===== src/rtl/wb_pkg.sv =====
// Shared types for the register write-back queue.
// Request record, arbitration flag and default widths.
package wb_pkg;

  localparam int WB_ADDR_W = 5;
  localparam int WB_DATA_W = 32;
  localparam int WB_DEPTH  = 4;

  typedef struct packed {
    logic [WB_ADDR_W-1:0] addr;
    logic [WB_DATA_W-1:0] data;
  } wb_req_t;

  typedef enum logic {
    RR_A = 1'b0,
    RR_B = 1'b1
  } rr_t;

endpackage


===== src/rtl/wb_fifo_2w1r.sv =====
// In-order write-back storage: up to two pushes and one pop per cycle.
// Exposes raw entries so the top can run the forwarding search.
module wb_fifo_2w1r
  import wb_pkg::*;
#(
  parameter int DEPTH = WB_DEPTH,
  parameter int PW    = $clog2(DEPTH),
  parameter int CW    = $clog2(DEPTH) + 1
) (
  input  logic                 clk,
  input  logic                 rst_n,
  input  logic                 wr0_en,
  input  wb_req_t              wr0_req,
  input  logic                 wr1_en,
  input  wb_req_t              wr1_req,
  input  logic                 rd_en,
  output wb_req_t [DEPTH-1:0]  entries,
  output logic    [PW-1:0]     rd_ptr,
  output logic    [CW-1:0]     count
);

  wb_req_t [DEPTH-1:0] mem;
  logic    [PW-1:0]    wr_ptr;
  logic    [1:0]       n_push;
  logic                do_rd;
  wb_req_t             slot0;

  assign n_push  = {1'b0, wr0_en} + {1'b0, wr1_en};
  assign slot0   = wr0_en ? wr0_req : wr1_req;
  assign do_rd   = rd_en && (count != '0);
  assign entries = mem;

  // Compacted push (older request first), head pop, occupancy.
  always_ff @(posedge clk or negedge rst_n) begin
    if (!rst_n) begin
      mem    <= '0;
      wr_ptr <= '0;
      rd_ptr <= '0;
      count  <= '0;
    end else begin
      if (wr0_en || wr1_en)
        mem[wr_ptr] <= slot0;
      if (wr0_en && wr1_en)
        mem[wr_ptr + PW'(1)] <= wr1_req;
      wr_ptr <= wr_ptr + PW'(n_push);
      rd_ptr <= rd_ptr + PW'(do_rd);
      count  <= count + CW'(n_push) - CW'(do_rd);
    end
  end

endmodule


===== src/rtl/reg_writeback_queue.sv =====
// Two-producer write-back collector feeding the register bank port.
// Arbitration, r0 filtering and youngest-match forwarding live here.
module reg_writeback_queue
  import wb_pkg::*;
#(
  parameter int DEPTH  = WB_DEPTH,
  parameter int ADDR_W = WB_ADDR_W,
  parameter int DATA_W = WB_DATA_W
) (
  input  logic                       clk,
  input  logic                       rst_n,
  input  logic                       a_valid,
  output logic                       a_ready,
  input  logic [ADDR_W-1:0]          a_reg,
  input  logic [DATA_W-1:0]          a_data,
  input  logic                       b_valid,
  output logic                       b_ready,
  input  logic [ADDR_W-1:0]          b_reg,
  input  logic [DATA_W-1:0]          b_data,
  output logic                       wb_en,
  output logic [ADDR_W-1:0]          wb_reg,
  output logic [DATA_W-1:0]          wb_data,
  input  logic [ADDR_W-1:0]          fwd_reg,
  output logic                       fwd_hit,
  output logic [DATA_W-1:0]          fwd_data,
  output logic [$clog2(DEPTH):0]     count
);

  localparam int PW = $clog2(DEPTH);
  localparam int CW = PW + 1;

  wb_req_t [DEPTH-1:0] entries;
  wb_req_t             head;
  wb_req_t             a_req;
  wb_req_t             b_req;
  logic    [PW-1:0]    rd_ptr;
  logic    [CW-1:0]    free;
  logic    [PW-1:0]    idx;
  logic                nz;
  logic                push_a;
  logic                push_b;
  logic                contend;
  rr_t                 rr;

  assign nz   = (count != '0);
  assign free = CW'(DEPTH) - count + CW'(nz);

  assign a_req = '{addr: a_reg, data: a_data};
  assign b_req = '{addr: b_reg, data: b_data};

  assign push_a = a_valid && a_ready && (a_reg != '0);
  assign push_b = b_valid && b_ready && (b_reg != '0);

  assign contend = a_valid && b_valid && (free == CW'(1));

  assign head    = entries[rd_ptr];
  assign wb_en   = nz;
  assign wb_reg  = nz ? head.addr : '0;
  assign wb_data = nz ? head.data : '0;

  // Ready: open when two slots free, arbitrate the last slot.
  always_comb begin
    a_ready = 1'b0;
    b_ready = 1'b0;
    unique case (1'b1)
      (free >= CW'(2)): begin
        a_ready = 1'b1;
        b_ready = 1'b1;
      end
      (free == CW'(1)): begin
        a_ready = !b_valid || (a_valid && rr == RR_A);
        b_ready = !a_valid || (b_valid && rr == RR_B);
      end
      default: begin
        a_ready = 1'b0;
        b_ready = 1'b0;
      end
    endcase
  end

  // Round-robin flag flips after every contended grant.
  always_ff @(posedge clk or negedge rst_n) begin
    if (!rst_n)
      rr <= RR_A;
    else if (contend)
      rr <= (rr == RR_A) ? RR_B : RR_A;
  end

  // Forwarding: walk oldest to youngest so the youngest match wins.
  always_comb begin
    fwd_hit  = 1'b0;
    fwd_data = '0;
    idx      = '0;
    for (int i = 0; i < DEPTH; i++) begin
      idx = rd_ptr + PW'(i);
      if ((CW'(i) < count) &&
          (entries[idx].addr == fwd_reg) &&
          (fwd_reg != '0)) begin
        fwd_hit  = 1'b1;
        fwd_data = entries[idx].data;
      end
    end
  end

  wb_fifo_2w1r #(
    .DEPTH (DEPTH)
  ) u_fifo (
    .clk     (clk),
    .rst_n   (rst_n),
    .wr0_en  (push_a),
    .wr0_req (a_req),
    .wr1_en  (push_b),
    .wr1_req (b_req),
    .rd_en   (nz),
    .entries (entries),
    .rd_ptr  (rd_ptr),
    .count   (count)
  );

endmodule


===== config.mk =====
export PLATFORM = sky130hd
export DESIGN_NAME = reg_writeback_queue
export DESIGN_NICKNAME = d
export VERILOG_FILES = /design/src/rtl/wb_pkg.sv /design/src/rtl/wb_fifo_2w1r.sv /design/src/rtl/reg_writeback_queue.sv
export SDC_FILE = /design/constraint.sdc
export NUM_CORES = 1
export LEC_CHECK = 0
export CAP_MARGIN = 25
export CORE_UTILIZATION = 40
export CTS_CLUSTER_SIZE = 25
export DETAILED_ROUTE_END_ITERATION = 12
export DONT_BUFFER_PORTS = 1
export MAX_ROUTING_LAYER = met4
export PLACE_DENSITY_LB_ADDON = 0.3
export SETUP_SLACK_MARGIN = 0.5
export SLEW_MARGIN = 40
export SYNTH_ARGS = -nofsm -noshare
export SYNTH_HDL_FRONTEND = slang
export SYNTH_SLANG_ARGS = --single-unit

===== constraint.sdc =====
create_clock -name clk -period 6 [get_ports clk]
set_input_delay 1.2 -clock clk [delete_from_list [all_inputs] [get_ports clk]]
set_output_delay 1.2 -clock clk [all_outputs]
set_load 0.03 [all_outputs]

Word-level counts from Yosys, hierarchy flattened
Index checks and enable logic that the tools add are counted.

operators by class
  $add $sub $neg = 11
  reduce and logical (&&, ||, !) cells = 28
  muxes and demuxes = 30
  bitwise operators = 1
  $lt $le $gt $ge = 13
  equality and inequality tests = 5

operators by type and width
  kind                 number
  $bmux 37 s2          4
  $bwmux 148           2
  $mux 148             2
  $mux 37              7
  $mux 32              5
  $demux 37 s2         2
  $eq 5x5->1           4
  $logic_and 1x1->1    19
  $lt 2x3->1 const B   6
  $reduce_bool 5->1    3
  $lt 1x3->1 const A   2
  $lt 2x3->1 const A   2
  $mux 1               5
  $mux 5               1
  $add 2x1->2 const B  2
  $add 2x2->2 const B  2
  $ge 2x1->1 const B   2
  $pmux 1 s2           2
  $add 3x1->3          1
  $add 3x2->3          1
  $eq 3x1->1 const B   1
  $ge 3x2->1 const B   1
  $logic_or 1x1->1     3
  $reduce_bool 3->1    1
  other kinds (7)      8

word-level totals
  word-level logic and storage cells = 100
  input port bits = 83
  flip-flop bits (word level) = 156
  output and inout bits = 76

Logic depth before layout (Yosys ltp)
  depth in word-level cells = 11
  mapped depth = 18
  depth with buffers taken out = 15

Cells and area by module
A second synthesis with hierarchy kept.

unflattened totals
  cell total of the unflattened synthesis = 1,426
  area total of the unflattened synthesis = 12,689.7 µm²

by module, submodules not included
  module               area each (µm²)  sequential area each (µm²)  cells each  instances
  wb_fifo_2w1r         7,005.5          3,878.7                     580         1
  reg_writeback_queue  5,684.2          25.0                        846         1

Least setup slack after synthesis
OpenSTA, ideal clock, no wires.

  kind = in2out
  from = input port fwd_reg[0]
  to = output port fwd_data[30]
  data arrival time = 3.411 ns
  data required time = 4.800 ns
  path slack = 1.389 ns
  path buffers = 2
  cell stages on the path = 8
  cells stage by stage = clkbuf_1 nor3_1 a211o_1 a211oi_2 and3_1 clkbuf_1 a221oi_1 o31ai_1

on the way
  cells in the longest elaborated chain, start to end = 7
  elaborated cells between the ends (all ways) = 17
  those cells by class = 4 x eq/ne; 4 x mux; 9 x reduce/logical

RTL lines
  what                   RTL line                   source
  start: declaration     reg_writeback_queue.sv:23  input logic [ADDR_W-1:0] fwd_reg,
  $eq 5x5->1             reg_writeback_queue.sv:97  (entries[idx].addr == fwd_reg) &&
  $logic_and 1x1->1      reg_writeback_queue.sv:96  if ((CW'(i) < count) &&
  $logic_and 1x1->1      reg_writeback_queue.sv:97
  $mux 32 (3 in series)  reg_writeback_queue.sv:96
  $mux 32 *              reg_writeback_queue.sv:96
  end: declaration       reg_writeback_queue.sv:25  output logic [DATA_W-1:0] fwd_data,

Every way passes the cells marked *; elsewhere a longest branch is shown, timed or not.

Worst setup path after layout
  from = register u_fifo.rd_ptr[0]
  to = output port fwd_data[0]

on the way
  cells in the longest elaborated chain, start to end = 9
  elaborated cells between the ends (all ways) = 27
  those cells by class = 3 x add/sub; 4 x eq/ne; 12 x mux; 8 x reduce/logical

RTL lines
  what                                                                RTL line                                                                          source
  start: declaration                                                  wb_fifo_2w1r.sv:18                                                                output logic [PW-1:0] rd_ptr,
  start signal: assignment                                            wb_fifo_2w1r.sv:46                                                                rd_ptr <= rd_ptr + PW'(do_rd);
  $add 2x1->2 / $bmux 37 s2 (equally long branches)                   reg_writeback_queue.sv:95, reg_writeback_queue.sv:97, reg_writeback_queue.sv:100
  $bmux 37 s2 / $mux 37 (equally long branches)                       reg_writeback_queue.sv:97, reg_writeback_queue.sv:100
  $mux 37 (not written as such) / $eq 5x5->1 (equally long branches)  reg_writeback_queue.sv:100, reg_writeback_queue.sv:97
  $eq 5x5->1 / $logic_and 1x1->1 (equally long branches)              reg_writeback_queue.sv:97, reg_writeback_queue.sv:96
  $logic_and 1x1->1 (on tied branches)                                reg_writeback_queue.sv:96, reg_writeback_queue.sv:97
  $logic_and 1x1->1 / $mux 32 (equally long branches)                 reg_writeback_queue.sv:97, reg_writeback_queue.sv:96
  $mux 32 (2 in series)                                               reg_writeback_queue.sv:96
  $mux 32 *                                                           reg_writeback_queue.sv:96

Every way passes the cells marked *; elsewhere a longest branch is shown, timed or not. The select of a mux whose other input is x is not followed.

==> impl_results.md <==
* Clock Skew at about 0.012 ns
* Internal reg-to-reg setup slack at around 1.2 ns
* Vias post-DR at ~10000
* Layout cells sized above 1 at around 30%
* Syn_area_per_cell at between 10 and 15 um2
* Static Leakage at just under 5 nW
* Ys flop type: dfrtp_1
* Num CTS Buffers at 17
* Total wire length at approximately 40000 um
* Area delta synth->final at 7.64%
* Via-to-Cell Ratio at 6.76
* DIE WIDTH at around 180 um
* DRC at 0
* CTS tree: built
* Synth area leaders: dfrtp_1 (32%), mux4_2 (25%), o22ai_1 (7.4%)
* Worst-path clk slew at 0.07 ns
* Grt ovf at 0
* Synth unique cells at 54
* Cell taking the most area after synthesis: dfrtp_1
* Crit Path Class: reg2out
* HPWL after detailed placement at 26300 um
* Fin area at between 10000 and 15000 um2
* RePlAce Congestion at 0.823
* Top Ports at between 150 and 200
* Post-layout nets at around 1200
* Initial DRC count at approximately 830
* # clock sinks at 156
* Slew HR at 45.1%
* Root Buffer: clkbuf_16
* Synthesized area at about 12000 um2
* RSZ-0062 raised after global routing: false
* Max-slew violation total from the final report at 0
* Sequential area share after synthesis at a little under a third
* Initial Util at between 40% and 50%
* GRT Util Overall at between 20% and 30%
* Post-Layout Cell Count at 1494
* Initial antenna violation count at 0
* Outcome: completed
* Reg-to-reg critical path endpoint: u_fifo.entries[15]
* Core Region at 30000 um2
* Synth cell count leaders: a21oi_1 (156), dfrtp_1 (156), o22ai_1 (145), mux4_2 (139), nor2_1 (122)
* CTS Hold Bufs at 0
* Power density cells at around 740 nW/um2
* Largest net degree at the start of global routing at 157
* Post-CTS Setup Inserts at 0
* Yosys reg bits at roughly 160
* Area of the die at between 30000 and 40000 um2
* Cells after synthesis at 1147
* Fin crit share at approximately 86%
* Max Cap Viol at 0
* Setup_tns at 0 ns
* Htree depth at 4
* Vias in the first global route at between 9000 and 10000
* WP data required at 4.80 ns
* First-pass GRT wire length at around 61000 um
* Dpl cells at between 1000 and 1500
* Drt wl/cell at roughly 26 um
* Crit Path Max Fanout at 21
* F_max at ~190 MHz
* Crit path capture type: output port
* Async set-reset flop share out of synthesis at between 90% and 100%
* Bufs on Longest Clock Path at 2
* Worst r2r src: u_fifo.count[2]
* Port Buffers at 0
* Total power draw at 9.78 mW
* Peak supply drop at around 0.00022 V
* Actual slew at the worst max-slew pin at 0.821 ns
* Worst hold path type: in2async
* Startpoint Class: flip-flop
* Fin crit period at 5.19 ns
* Top cell type's share of synthesized area at 31.7%
* Die height at 177 um
* CP arrival at about 4.0 ns
* Dpl cell area at 12700 um2
* Cells on worst reg2reg path at 15
* CTS resizes at 0
* 1st-pass router iterations at 5
* Final setup viols at 0
* Post-synth net total at ~1200
* # rows at between 60 and 70
* Final hold viol count at 0
* ANT nets after route at 0
* Number of flops mapped to enable cells by yosys at 0
* ANT cells at 0
* Worst-skew pair later-pin latency at 0.44 ns
* Ys Warns at 0
## through the flow
stage | setup slack [ns] | hold WS [ns] | utilization, %
detailed placement | 1.14 | 0.584 | 42.3
CTS | 0.712 | 0.446 | 44.2
finish | 0.810 | 0.463 | 44.2
global placement | 1.17 | 0.579 | 42.3
floorplan | 1.39 | 0.529 | -
global route | 0.657 | 0.443 | 44.2
## state kept, by name (all words and copies together), names as in the netlist
name	flops
u_fifo.count	3
u_fifo.rd_ptr	2
u_fifo.wr_ptr	2
u_fifo.entries	148
rr	1
## worst max path at each step
stage	endpoint	start	slack [ns]
after floorplan	fwd_data[30]	fwd_reg[0]	1.39
after global placement	fwd_data[0]	fwd_reg[0]	1.17
after detailed placement	fwd_data[0]	fwd_reg[0]	1.14
after CTS	fwd_data[8]	u_fifo.rd_ptr[0]	0.71
after global routing	fwd_data[7]	u_fifo.rd_ptr[1]	0.66
final	fwd_data[0]	u_fifo.rd_ptr[0]	0.81
## power breakdown
part | internal, mW | switching [mW] | leakage [nW]
Sequential | 1.60 | 0.735 | 1.70
Clock | 0.569 | 0.526 | 0.287
Combinational | 2.77 | 3.58 | 2.81
Total | 4.94 | 4.84 | 4.80
## layout by cell type, fill, tap and decap left out, drive strengths merged, types with 5 or more instances in the layout
cell,n
xnor2,17
mux2,5
o22ai,145
nor3,7
clkbuf,18
o21ai,5
nor2,151
and2b,30
a221oi,32
buf,43
ha,9
nand2,43
o31ai,32
nor2b,6
dfrtp,156
inv,59
xor2,7
a21oi,157
mux4,144
## worst max-delay path, stage by stage (launching register included)
cell	delay, ns
dfrtp_4	0.64
mux4_2	0.58
a211o_1	0.25
a211oi_2	0.31
and3_2	0.59
buf_4	0.38
a221oi_2	0.11
o31ai_2	0.68
## logic make-up after synthesis
family | share of synthesized area (%)
compound gates | 22.0
fa+ha+maj | 1.08
mux | 27.3
xor+xnor | 1.71
flops | 31.7
buf+inv | 6.15
simple gates | 9.98
## routing by layer
metal / up-vias / routed length (um) / GRT usage, %
met4: 0 / 749 / 8.23
li1: 4361 / - / -
met1: 5202 / 15800 / 33.6
met3: 59 / 3620 / 6.34
met2: 477 / 19400 / 42.1
met5: - / 0 / -
## layout make-up
type	instances	area, um2
fillers	2791	16700
well taps	390	488
multi-input cells	825	7720
inverters	48	180
clock inverters	14	144
clock buffers	18	439
flip-flops and latches	156	3910
repair buffers	43	368
Power figures use the tool's default switching activity.
